### config.mk
export PLATFORM = sky130hd
export DESIGN_NAME = mdio_responder
export DESIGN_NICKNAME = d
export VERILOG_FILES = /design/src/rtl/mdio_pkg.sv /design/src/rtl/mdio_sync_edge.sv /design/src/rtl/mdio_responder.sv
export SDC_FILE = /design/constraint.sdc
export NUM_CORES = 1
export LEC_CHECK = 0
export CAP_MARGIN = 10
export CORE_UTILIZATION = 31
export DETAILED_ROUTE_END_ITERATION = 6
export PLACE_DENSITY = 0.6
export SETUP_SLACK_MARGIN = 0.4
export SYNTH_ARGS = -nofsm -noshare
export SYNTH_HDL_FRONTEND = slang
export SYNTH_SLANG_ARGS = --single-unit
### constraint.sdc
create_clock -name clk_i -period 5.9 [get_ports clk_i]
set_input_delay 1.18 -clock clk_i [delete_from_list [all_inputs] [get_ports clk_i]]
set_output_delay 1.18 -clock clk_i [all_outputs]
set_load 0.03 [all_outputs]
### src/rtl/mdio_pkg.sv
// Shared constants for the Clause-22 MDIO responder: field widths, opcodes and
// the FSM state encoding.
package mdio_pkg;

  localparam int unsigned PHYAD_W = 5;
  localparam int unsigned REGAD_W = 5;
  localparam int unsigned DATA_W  = 16;
  localparam int unsigned TA_LEN  = 2;

  localparam logic [1:0] OP_READ  = 2'b10;
  localparam logic [1:0] OP_WRITE = 2'b01;

  // FSM state encoding, kept as plain constants so older tools accept it.
  typedef logic [3:0] mdio_state_t;

  localparam mdio_state_t StIdle  = 4'd0;
  localparam mdio_state_t StStart = 4'd1;
  localparam mdio_state_t StOp    = 4'd2;
  localparam mdio_state_t StPhyad = 4'd3;
  localparam mdio_state_t StRegad = 4'd4;
  localparam mdio_state_t StTa    = 4'd5;
  localparam mdio_state_t StWdata = 4'd6;
  localparam mdio_state_t StRdata = 4'd7;
  localparam mdio_state_t StSkip  = 4'd8;

endpackage

### src/rtl/mdio_sync_edge.sv
// Synchronizers for MDC and MDIO (same depth, so they stay aligned) plus a
// one-clk pulse on each rising edge of the synchronized MDC.
module mdio_sync_edge #(
  parameter int unsigned SyncStages = 2
) (
  input  logic clk_i,
  input  logic rst_i,
  input  logic mdc_i,
  input  logic mdio_i,
  output logic rise_o,
  output logic mdio_o
);

  logic [SyncStages-1:0] mdc_q;
  logic [SyncStages-1:0] mdio_q;
  logic                  mdc_prev_q;

  // Synchronizer chains; reset to the idle-high level so leaving reset while
  // MDC is high does not fabricate a rising edge.
  always_ff @(posedge clk_i) begin
    if (rst_i) begin
      mdc_q      <= '1;
      mdio_q     <= '1;
      mdc_prev_q <= 1'b1;
    end else begin
      mdc_q[0]  <= mdc_i;
      mdio_q[0] <= mdio_i;
      for (int i = 1; i < int'(SyncStages); i++) begin
        mdc_q[i]  <= mdc_q[i-1];
        mdio_q[i] <= mdio_q[i-1];
      end
      mdc_prev_q <= mdc_q[SyncStages-1];
    end
  end

  // Rising-edge pulse and the MDIO bit that goes with it.
  always_comb begin
    rise_o = mdc_q[SyncStages-1] & ~mdc_prev_q;
    mdio_o = mdio_q[SyncStages-1];
  end

endmodule

### src/rtl/mdio_responder.sv
// Clause-22 MDIO responder (PHY side). Decodes read/write frames addressed to
// phy_addr_i, strobes a 32x16 register backend and drives read data on MDIO.
// Optional: define MDIO_PREAMBLE_SUPPRESS_EN to accept a frame after a single
// idle 1 following a completed addressed frame.
module mdio_responder
  import mdio_pkg::*;
#(
  parameter int unsigned SYNC_STAGES  = 2,
  parameter int unsigned PREAMBLE_LEN = 32
) (
  input  logic               clk_i,
  input  logic               reset_i,
  input  logic               mdc_i,
  input  logic               mdio_in_i,
  output logic               mdio_out_o,
  output logic               mdio_oe_o,
  input  logic [PHYAD_W-1:0] phy_addr_i,
  output logic [REGAD_W-1:0] reg_addr_o,
  output logic               reg_rd_o,
  input  logic [DATA_W-1:0]  reg_rdata_i,
  output logic               reg_wr_o,
  output logic [DATA_W-1:0]  reg_wdata_o,
  output logic               frame_err_o
);

`ifdef MDIO_PREAMBLE_SUPPRESS_EN
  localparam logic SuppEn = 1'b1;
`else
  localparam logic SuppEn = 1'b0;
`endif

  localparam int unsigned PreW = $clog2(PREAMBLE_LEN + 1);
  localparam logic [PreW-1:0] PreFull = PreW'(PREAMBLE_LEN);

  logic rise;
  logic mdio_bit;

  mdio_sync_edge #(
    .SyncStages(SYNC_STAGES)
  ) u_sync (
    .clk_i (clk_i),
    .rst_i (reset_i),
    .mdc_i (mdc_i),
    .mdio_i(mdio_in_i),
    .rise_o(rise),
    .mdio_o(mdio_bit)
  );

  mdio_state_t         state_q, state_d;
  logic [4:0]          bit_cnt_q, bit_cnt_d;
  logic [4:0]          skip_last_q, skip_last_d;
  logic [PreW-1:0]     pre_cnt_q, pre_cnt_d;
  logic [1:0]          op_q, op_d;
  logic [DATA_W-1:0]   shift_q, shift_d;
  logic [REGAD_W-1:0]  reg_addr_q, reg_addr_d;
  logic [DATA_W-1:0]   reg_wdata_q, reg_wdata_d;
  logic                reg_rd_q, reg_rd_d;
  logic                reg_wr_q, reg_wr_d;
  logic                frame_err_q, frame_err_d;
  logic                mdio_out_q, mdio_out_d;
  logic                mdio_oe_q, mdio_oe_d;
  logic                supp_ok_q, supp_ok_d;
  logic                rd_dly_q;

  logic [DATA_W-1:0]  shift_in;
  logic [PHYAD_W-1:0] field5;
  logic [1:0]         op_in;

  assign shift_in = {shift_q[DATA_W-2:0], mdio_bit};
  assign field5   = {shift_q[PHYAD_W-2:0], mdio_bit};
  assign op_in    = {op_q[0], mdio_bit};

  // Frame decoder: every transition is qualified by a synchronized MDC rise.
  always_comb begin
    state_d     = state_q;
    bit_cnt_d   = bit_cnt_q;
    skip_last_d = skip_last_q;
    pre_cnt_d   = pre_cnt_q;
    op_d        = op_q;
    shift_d     = shift_q;
    reg_addr_d  = reg_addr_q;
    reg_wdata_d = reg_wdata_q;
    reg_rd_d    = 1'b0;
    reg_wr_d    = 1'b0;
    frame_err_d = 1'b0;
    mdio_out_d  = mdio_out_q;
    mdio_oe_d   = mdio_oe_q;
    supp_ok_d   = supp_ok_q;

    // Backend read data is valid the clk after the strobe.
    if (rd_dly_q) begin
      shift_d = reg_rdata_i;
    end

    if (rise) begin
      case (state_q)
        StIdle: begin
          if (mdio_bit) begin
            if (supp_ok_q) begin
              pre_cnt_d = PreFull;
            end else if (pre_cnt_q != PreFull) begin
              pre_cnt_d = pre_cnt_q + 1'b1;
            end
          end else begin
            if (pre_cnt_q == PreFull) begin
              state_d   = StStart;
              supp_ok_d = 1'b0;
            end
            pre_cnt_d = '0;
          end
        end
        StStart: begin
          bit_cnt_d = '0;
          state_d   = mdio_bit ? StOp : StIdle;
        end
        StOp: begin
          op_d = op_in;
          if (bit_cnt_q == 5'd1) begin
            bit_cnt_d = '0;
            state_d   = (op_in == OP_READ || op_in == OP_WRITE) ? StPhyad : StIdle;
          end else begin
            bit_cnt_d = bit_cnt_q + 5'd1;
          end
        end
        StPhyad: begin
          shift_d = shift_in;
          if (bit_cnt_q == 5'(PHYAD_W - 1)) begin
            bit_cnt_d = '0;
            if (field5 == phy_addr_i) begin
              state_d = StRegad;
            end else begin
              state_d     = StSkip;
              skip_last_d = 5'(TA_LEN + DATA_W - 1);
            end
          end else begin
            bit_cnt_d = bit_cnt_q + 5'd1;
          end
        end
        StRegad: begin
          shift_d = shift_in;
          if (bit_cnt_q == 5'(REGAD_W - 1)) begin
            bit_cnt_d  = '0;
            reg_addr_d = field5;
            reg_rd_d   = (op_q == OP_READ);
            state_d    = StTa;
          end else begin
            bit_cnt_d = bit_cnt_q + 5'd1;
          end
        end
        StTa: begin
          if (op_q == OP_READ) begin
            if (bit_cnt_q == 5'd0) begin
              // Drive the PHY half of turnaround (a 0) for the next rise.
              mdio_oe_d  = 1'b1;
              mdio_out_d = 1'b0;
              bit_cnt_d  = 5'd1;
            end else begin
              mdio_out_d = shift_q[DATA_W-1];
              shift_d    = {shift_q[DATA_W-2:0], 1'b0};
              bit_cnt_d  = '0;
              state_d    = StRdata;
            end
          end else begin
            shift_d = shift_in;
            if (bit_cnt_q == 5'd0) begin
              bit_cnt_d = 5'd1;
            end else begin
              bit_cnt_d = '0;
              if ({shift_q[0], mdio_bit} == 2'b10) begin
                state_d = StWdata;
              end else begin
                frame_err_d = 1'b1;
                state_d     = StSkip;
                skip_last_d = 5'(DATA_W - 1);
              end
            end
          end
        end
        StRdata: begin
          // Rises 0..14 launch D14..D0, rise 15 is the D0 sample, rise 16 releases.
          if (bit_cnt_q < 5'(DATA_W - 1)) begin
            mdio_out_d = shift_q[DATA_W-1];
            shift_d    = {shift_q[DATA_W-2:0], 1'b0};
            bit_cnt_d  = bit_cnt_q + 5'd1;
          end else if (bit_cnt_q == 5'(DATA_W - 1)) begin
            bit_cnt_d = bit_cnt_q + 5'd1;
          end else begin
            mdio_oe_d  = 1'b0;
            mdio_out_d = 1'b1;
            bit_cnt_d  = '0;
            pre_cnt_d  = '0;
            supp_ok_d  = SuppEn;
            state_d    = StIdle;
          end
        end
        StWdata: begin
          shift_d = shift_in;
          if (bit_cnt_q == 5'(DATA_W - 1)) begin
            reg_wdata_d = shift_in;
            reg_wr_d    = 1'b1;
            bit_cnt_d   = '0;
            pre_cnt_d   = '0;
            supp_ok_d   = SuppEn;
            state_d     = StIdle;
          end else begin
            bit_cnt_d = bit_cnt_q + 5'd1;
          end
        end
        StSkip: begin
          if (bit_cnt_q == skip_last_q) begin
            bit_cnt_d = '0;
            pre_cnt_d = '0;
            state_d   = StIdle;
          end else begin
            bit_cnt_d = bit_cnt_q + 5'd1;
          end
        end
        default: begin
          state_d   = StIdle;
          bit_cnt_d = '0;
          pre_cnt_d = '0;
          mdio_oe_d = 1'b0;
        end
      endcase
    end
  end

  // State and output registers; reset releases MDIO on the same edge.
  always_ff @(posedge clk_i) begin
    if (reset_i) begin
      state_q     <= StIdle;
      bit_cnt_q   <= '0;
      skip_last_q <= '0;
      pre_cnt_q   <= '0;
      op_q        <= '0;
      shift_q     <= '0;
      reg_addr_q  <= '0;
      reg_wdata_q <= '0;
      reg_rd_q    <= 1'b0;
      reg_wr_q    <= 1'b0;
      frame_err_q <= 1'b0;
      mdio_out_q  <= 1'b1;
      mdio_oe_q   <= 1'b0;
      supp_ok_q   <= 1'b0;
      rd_dly_q    <= 1'b0;
    end else begin
      state_q     <= state_d;
      bit_cnt_q   <= bit_cnt_d;
      skip_last_q <= skip_last_d;
      pre_cnt_q   <= pre_cnt_d;
      op_q        <= op_d;
      shift_q     <= shift_d;
      reg_addr_q  <= reg_addr_d;
      reg_wdata_q <= reg_wdata_d;
      reg_rd_q    <= reg_rd_d;
      reg_wr_q    <= reg_wr_d;
      frame_err_q <= frame_err_d;
      mdio_out_q  <= mdio_out_d;
      mdio_oe_q   <= mdio_oe_d;
      supp_ok_q   <= supp_ok_d;
      rd_dly_q    <= reg_rd_q;
    end
  end

  // Registered outputs straight to the ports.
  always_comb begin
    mdio_out_o  = mdio_out_q;
    mdio_oe_o   = mdio_oe_q;
    reg_addr_o  = reg_addr_q;
    reg_rd_o    = reg_rd_q;
    reg_wr_o    = reg_wr_q;
    reg_wdata_o = reg_wdata_q;
    frame_err_o = frame_err_q;
  end

endmodule

==> impl_metrics.toml <==
[job]
cap_viol_max_count = 0

[yosys]
count_of_flip_flops_with_a_built_in_enable_after_synthesis = 0
yosys.cell_types.count = 68
synthArstFlopShare_pct = 0
synthesis.area_mm2 = 0.00349
syn_inst = 384
yosys_warnings = 0
synthFlopType = "sky130_fd_sc_hd__dfxtp_1"
synth_seq_area_share_pct = 39.0
syn_area_per_cell_um2 = 9.09
synth.ff_latch_count = 68
synthesis.nets = 417

[power]
total_power_uw = 940
power.share.sequential_pct = 49.4
netSwitchingFraction_pct = 23.2
powerDensity_mw_per_mm2 = 220
comb_power_share_pct = 4.4
net-switching-power_uw = 218
p_clk_share_pct = 46.2
power_report.internal_total_uw = 722
peakVddDrop_uv = 142
lkg_pwr_nw = 1.53

[timing]
highest_clock_rate_mhz = 347
maxSlewHeadroom_pct = 27.0
period_share_pct = 48.8
finalClockSkew_ns = 0.0148
timing_hold_violations_final = 0
unrepaired_setup_endpoints_after_global_routing = "false"
fin_setup_tns_ns = 0
slew_viol_final = 0
finalCriticalPeriod_ns = 2.88
timing_worst_slew_pin_value_ns = 1.09
timing.final.setup_violations = 0

[layout]
area_growth_syn_to_layout_pct = 22.5
stdcell_count = 563
antennaDiodeCount = 0
drive_above_1_share_pct = 9.46
filler_cell_count = 1095
nNetsFinal = 451

[drt]
routedWlPerCell_um = 15.3
antenna_violating_nets_post_route = 0
via_count = 2974
drt-initial-drc-count = 125
viasPerCell = 5.28
drcViolationCount = 0
tritonroute_pass_1_iters = 4
drt-total-wl_um = 8620

[floorplan]
initial_core_util_pct = 32.1
die_w_um = 108
core_outline_area_mm2 = 0.0109
die_footprint_mm2 = 0.0117
io-pin-count = 51
die_height_um = 108
rows = 38

[place]
hpwl_after_detailed_placement_um = 5890
io_buffer_count = 50
globalplace.congestion = 0.815
numPlacedInstances = 547

[critical_path]
rr_endpoint = "pre_cnt_q[3]$_SDFFE_PP0P_"
worst-r2r-setup-slack_ns = 3.02
timing.reg2reg.worst_path_depth = 8
worst-endpoint-arrival_ns = 3.16
path_max_fanout = 12
critical_path.reg2reg.startpoint = "bit_cnt_q[0]$_SDFFE_PP0P_"
critPathRequiredTime_ns = 6.18
crit_path_end_kind = "flop"
start_kind = "flop"
worst-setup-path-type = "flop to flop"

[global_routing]
vias_in_the_first_global_route = 2849
global_route.usage.met1_pct = 20.1
grt_overflow = 0
grt.busiest_layer = "met2"
grt_start_max_net_pins = 66
met3_usage_pct = 6.09
grt_antenna_before_repair = 0
globalRouteMet2Util_pct = 22.7
grt_first_pass_wirelength_um = 14000
gr-usage-all-layers_pct = 15.3

[clocking]
cts_inserted_buffers = 9
post_cts_resize_count = 0
cts.hold.buffers_added = 0
clock_latency_ns = 0.35
cts.clk_slew.worst_paths_ns = 0.08
cts-htree-levels = 3
cts_tree = "built"
clock_sinks = 68
clockRootBuffer = "sky130_fd_sc_hd__clkbuf_8"
post_cts_buffers = 0
cts_max_path_buffers = 2

[status]
outcome = "complete, no violations"

[worst_hold_path]
hold_path_startpoint = "u_sync.mdio_q[0]$_SDFF_PP1_"
worst_hold_path.endpoint = "u_sync.mdio_q[1]$_SDFF_PP1_"
hold_path.class = "flop to flop"
timing.hold.worst_path_depth = 1
how the worst max path moves through the flow:
stage	from	end	slack, ns	cells after the start
global route	bit_cnt_q[0]$_SDFFE_PP0P_	pre_cnt_q[3]$_SDFFE_PP0P_	2.76	8
floorplan	bit_cnt_q[0]$_SDFFE_PP0P_	pre_cnt_q[0]$_SDFFE_PP0P_	3.66	9
global placement	reset_i	state_q[0]$_SDFFE_PP0P_	3.12	5
finish	bit_cnt_q[0]$_SDFFE_PP0P_	pre_cnt_q[3]$_SDFFE_PP0P_	3.02	8
CTS	bit_cnt_q[0]$_SDFFE_PP0P_	pre_cnt_q[3]$_SDFFE_PP0P_	3.05	8
detailed placement	bit_cnt_q[0]$_SDFFE_PP0P_	pre_cnt_q[3]$_SDFFE_PP0P_	3.06	8
flip-flops by register name (all words and copies together), names as in the netlist, 2 cells and up:
signal / flops
u_sync.mdio_q: 2
reg_wdata_o: 16
u_sync.mdc_q: 2
op_q: 2
reg_addr_o: 5
bit_cnt_q: 5
pre_cnt_q: 6
skip_last_q: 3
state_q: 4
shift_q: 16
per-stage QoR:
step | setup WS [ns] | hold WS [ns] | util, % | area [um2]
final | 3.02 | 0.411 | 39.3 | 4280
after CTS | 3.05 | 0.414 | 39.3 | 4280
after global placement | 3.12 | 0.391 | 37.2 | 4050
after floorplan | 3.66 | 0.389 | - | 3490
after global routing | 2.76 | 0.428 | 39.3 | 4280
after detailed placement | 3.06 | 0.395 | 37.2 | 4050
routing by layer:
metal / vias to the layer above / routed length [um]
met5: - / 0
met4: 0 / 138
met3: 13 / 588
met2: 80 / 3780
met1: 1416 / 4110
li1: 1465 / -
cells in the mapped netlist (all sizes together), types with 2 or more instances:
cell type	number	area (um2)
dfxtp	68	1360
nor2	53	201
mux2i	38	380
a211oi	19	160
clkbuf	17	65.1
nand2	16	60.1
buf	12	65.1
inv	11	41.3
o21ai	10	50.1
nand4	9	56.3
ha	8	100
nand3	8	40.0
nor2b	8	50.1
a21oi	7	35.0
nand2b	6	37.5
or2	6	37.5
nor3	5	30.0
or4	5	41.3
xnor2	5	43.8
a311oi	4	35.0
a31oi	4	25.0
o211ai	4	43.8
o21a	4	30.0
or3	4	25.0
a211o	3	26.3
a21o	3	22.5
a31o	3	26.3
and2	3	18.8
o311ai	3	26.3
o31ai	3	22.5
a22oi	2	15.0
and3	2	12.5
and4b	2	20.0
and4bb	2	25.0
mux2	2	22.5
nor3b	2	15.0
nor4b	2	23.8
o2111ai	2	17.5
o211a	2	20.0
o22ai	2	12.5
xor2	2	17.5
logic make-up (layout without fill, tap and decap cells):
kind of cell | Yosys count | in the layout | synth area share, %
DFF | 68 | 68 | 39.0
muxes | 40 | 40 | 11.5
buffers and inverters | 40 | 79 | 4.91
adders and majority gates | 8 | 8 | 2.87
and+or+nand+nor | 138 | 138 | 21.5
AOI/OAI and AO/OA | 83 | 83 | 18.4
xor gates and xnor gates | 7 | 7 | 1.76
cell usage in the layout (no fill, tap or decap), drive strengths merged, types with 4 or more instances in the layout:
master         netlist  routed
inv                 11      12
nand3                8       8
a31oi                4       4
o211ai               4       4
clkbuf              17       9
nand2b               6       6
ha                   8       8
a211oi              19      19
o21ai               10      10
a21oi                7       7
nand4                9       9
or4                  5       5
nor2b                8       8
or3                  4       4
dfxtp               68      68
o21a                 4       4
nor3                 5       5
or2                  6       6
nand2               16      16
a311oi               4       4
clkdlybuf4s50        0      49
nor2                53      53
xnor2                5       5
mux2i               38      38
critical path: stages, from the launching register on:
cell	delay [ns]
sky130_fd_sc_hd__dfxtp_1	0.39
sky130_fd_sc_hd__ha_1	0.27
sky130_fd_sc_hd__nand3_1	0.19
sky130_fd_sc_hd__inv_1	0.09
sky130_fd_sc_hd__ha_1	0.23
sky130_fd_sc_hd__o21ai_0	0.38
sky130_fd_sc_hd__o2111ai_1	0.48
sky130_fd_sc_hd__or4_1	0.60
sky130_fd_sc_hd__o22ai_1	0.18
power by group through the flow:
stage	Sequential [mW]	Clock [mW]	Combinational [mW]
after floorplan	0.472	0	0.0233
after global placement	0.475	0	0.0411
after detailed placement	0.475	0	0.0417
after CTS	0.464	0.445	0.0417
after global routing	0.465	0.463	0.0444
final	0.464	0.434	0.0414
cell type report:
class                           count  area [um2]  share of cell area, %
Inverter                           11        41.3                  0.965
Multi-Input combinational cell    276        1970                   46.0
Clock inverter                      7        98.8                   2.31
Clock buffer                        9         124                   2.90
Sequential cell                    68        1360                   31.8
Tap cell                          140         175                   4.10
Timing Repair Buffer               52         510                   11.9
(Power assumes the default switching activity.)
==> patch, RTL diff (config.mk and constraints unchanged) <==
Put a register stage on the output `reg_addr_o`, without a reset. The value now appears one clock later. The other outputs are not delayed to match.
--- a/src/rtl/mdio_responder.sv
+++ b/src/rtl/mdio_responder.sv
@@ -31,6 +31,8 @@
 
   localparam int unsigned PreW = $clog2(PREAMBLE_LEN + 1);
   localparam logic [PreW-1:0] PreFull = PreW'(PREAMBLE_LEN);
+
+  logic [REGAD_W-1:0] reg_addr_c;
 
   logic rise;
   logic mdio_bit;
@@ -266,12 +268,16 @@
   always_comb begin
     mdio_out_o  = mdio_out_q;
     mdio_oe_o   = mdio_oe_q;
-    reg_addr_o  = reg_addr_q;
+    reg_addr_c  = reg_addr_q;
     reg_rd_o    = reg_rd_q;
     reg_wr_o    = reg_wr_q;
     reg_wdata_o = reg_wdata_q;
     frame_err_o = frame_err_q;
   end
 
+  always_ff @(posedge clk_i) begin
+    reg_addr_o <= reg_addr_c;
+  end
+
 endmodule
 
Formal check against the unedited RTL: no difference found for any inputs over 10 cycles, from zero or initial values and one cycle with reset_i high; that may be too few to reach the edited logic, so the function may still have changed.
==> patch against the original RTL <==
- wire length rose by 0.34%
- sequential cell count rose by 5
- synthesized area rose by 2.4%
- total power rose by 18%
- clock power rose by 34%
- setup slack improved by 0.19 ns
- sequential share of layout area rose by 0.81 points
- final area rose by 4.7%
- critical endpoint is now pre_cnt_q[4]
- largest cell class unchanged
- highest routed layer unchanged
==> patch: results (changes against the original RTL) <==
| Metric | Value |
|---|---|
| YS warnings | `0 (unchanged)` |
| IO Port Bufs | `50 (unchanged)` |
| P&R area growth vs syn | `25.2% (was 22.5%)` |
| Cell Area, Placed | `4160 um2 (was 4050 um2)` |
| Post-synth net total | `429 (was 417)` |
| Clk_skew | `0.00825 ns (was 0.0148 ns)` |
| Pre-CTS setup slack | `2.96 ns (was 3.06 ns)` |
| Nets | `465 (was 451)` |
| Most frequent cells after synthesis | `73 x dfxtp_1, 62 x nor2_1, 40 x mux2i_1 (was 68 x dfxtp_1, 52 x nor2_1, 38 x mux2i_1)` |
| Initial antenna violation count | `0 (unchanged)` |
| Leakage | `1.66 nW (was 1.53 nW)` |
| Post-detail-place hpwl | `6.01 mm (was 5.89 mm)` |
| Placed cells | `561 (was 547)` |
| Peak supply drop | `0.000126 V (was 0.000142 V)` |
| Worst Hold Class | `flip-flop to flip-flop (unchanged)` |
| Post-route ant nets | `0 (unchanged)` |
| Initial drt markers | `180 (was 125)` |
| Number of CTS-inserted buffers | `9 (unchanged)` |
| Crit Path Max Fanout | `8 (was 12)` |
| Status | `finished, final reports clean (unchanged)` |
| Fin. max-slew vios | `0 (unchanged)` |
| Asr flop ratio synth | `0% (unchanged)` |
| Main flop type after synthesis | `dfxtp_1 (unchanged)` |
| Fillers | `1119 (was 1095)` |
| First-pass GRT wire length | `14.6 mm (was 14.0 mm)` |
| Via count | `3024 (was 2974)` |
| WP data arrival | `2.92 ns (was 3.16 ns)` |
| Via/cell ratio | `5.24 (was 5.28)` |
| Unique masters post-synth | `63 (was 68)` |
| DR pass1 iterations | `4 (unchanged)` |
| Share of cells above drive strength 1 | `8.24% (was 9.46%)` |
| GPL Wtd Cong | `0.811 (was 0.815)` |
| Post_cts resized | `0 (unchanged)` |
| Synthesized instance count | `396 (was 384)` |
| Worst-Skew Late Latency | `about 0.34 ns` |
| Tot GR Track Use | `15.7% (was 15.3%)` |
| Area contributors post-synth | `dfxtp_1 41%, mux2i_1 11%, nor2_1 6.5% (was dfxtp_1 39%, mux2i_1 11%, nor2_1 5.6%)` |
| Post-CTS setup buffer count | `0 (unchanged)` |
| Worst slew pin tran | `0.966 ns (was 1.09 ns)` |
| Routed length per instance | `15.0 um (was 15.3 um)` |
| CTS root buf | `clkbuf_16 (was clkbuf_8)` |
| Largest net degree at the start of global routing | `39 (was 66)` |
| Psw | `0.229 mW (was 0.218 mW)` |
| CTS H-tree lvls | `3 (unchanged)` |
| Register area share after synthesis | `40.9% (was 39.0%)` |
| Clock-pin slew on the worst setup and hold paths | `0.06 ns (was 0.08 ns)` |
## patch: per-layer routing
metal,track usage [%],wire (um)
met5,0,0
met3,4.92,524
met1,20.2,4000
met4,5.33,160
met2,24.7,3960
## patch: final timing paths
path                                     from       endpoint  slack [ns]  cells after the start
worst min register to register  reg_addr_c[3]  reg_addr_o[3]        0.35                      0
worst max register to register   bit_cnt_q[0]   pre_cnt_q[4]        3.21                      9
worst min-delay path            reg_addr_c[3]  reg_addr_o[3]        0.35                      0
worst max-delay path             bit_cnt_q[0]   pre_cnt_q[4]        3.21                      9
## patch: final cells by class
cell class              count  area share, %
multi-input cells         283           43.6
flip-flops and latches     73           32.6
repair buffers             54           11.7
clock buffers              10           5.11
well taps                 140           3.91
clock inverters             6           2.07
inverters                  11          0.922
## patch: kinds of logic after synthesis
logic type,share of synthesized area (%)
and+or+nand+nor,21.4
AOI/OAI and AO/OA,16.7
DFF,40.9
muxes,11.5
buffers and inverters,4.55
xor gates and xnor gates,2.20
adders and majority gates,2.80
## patch: worst max-delay path, stage by stage (launching register included)
cell,delay [ns]
dfxtp_1,0.39
ha_1,0.27
nand3_1,0.17
inv_1,0.08
ha_1,0.23
inv_1,0.06
a21oi_1,0.12
or2_2,0.38
or4_4,0.60
o41ai_1,0.28
## patch: power groups by stage
stage / Combinational (mW) / Sequential [mW] / Clock, mW
after global placement: 0.0335 / 0.507 / 0
after floorplan: 0.0149 / 0.506 / 0
after global routing: 0.0368 / 0.496 / 0.625
after CTS: 0.0341 / 0.496 / 0.594
after detailed placement: 0.0339 / 0.507 / 0
final: 0.0338 / 0.496 / 0.583
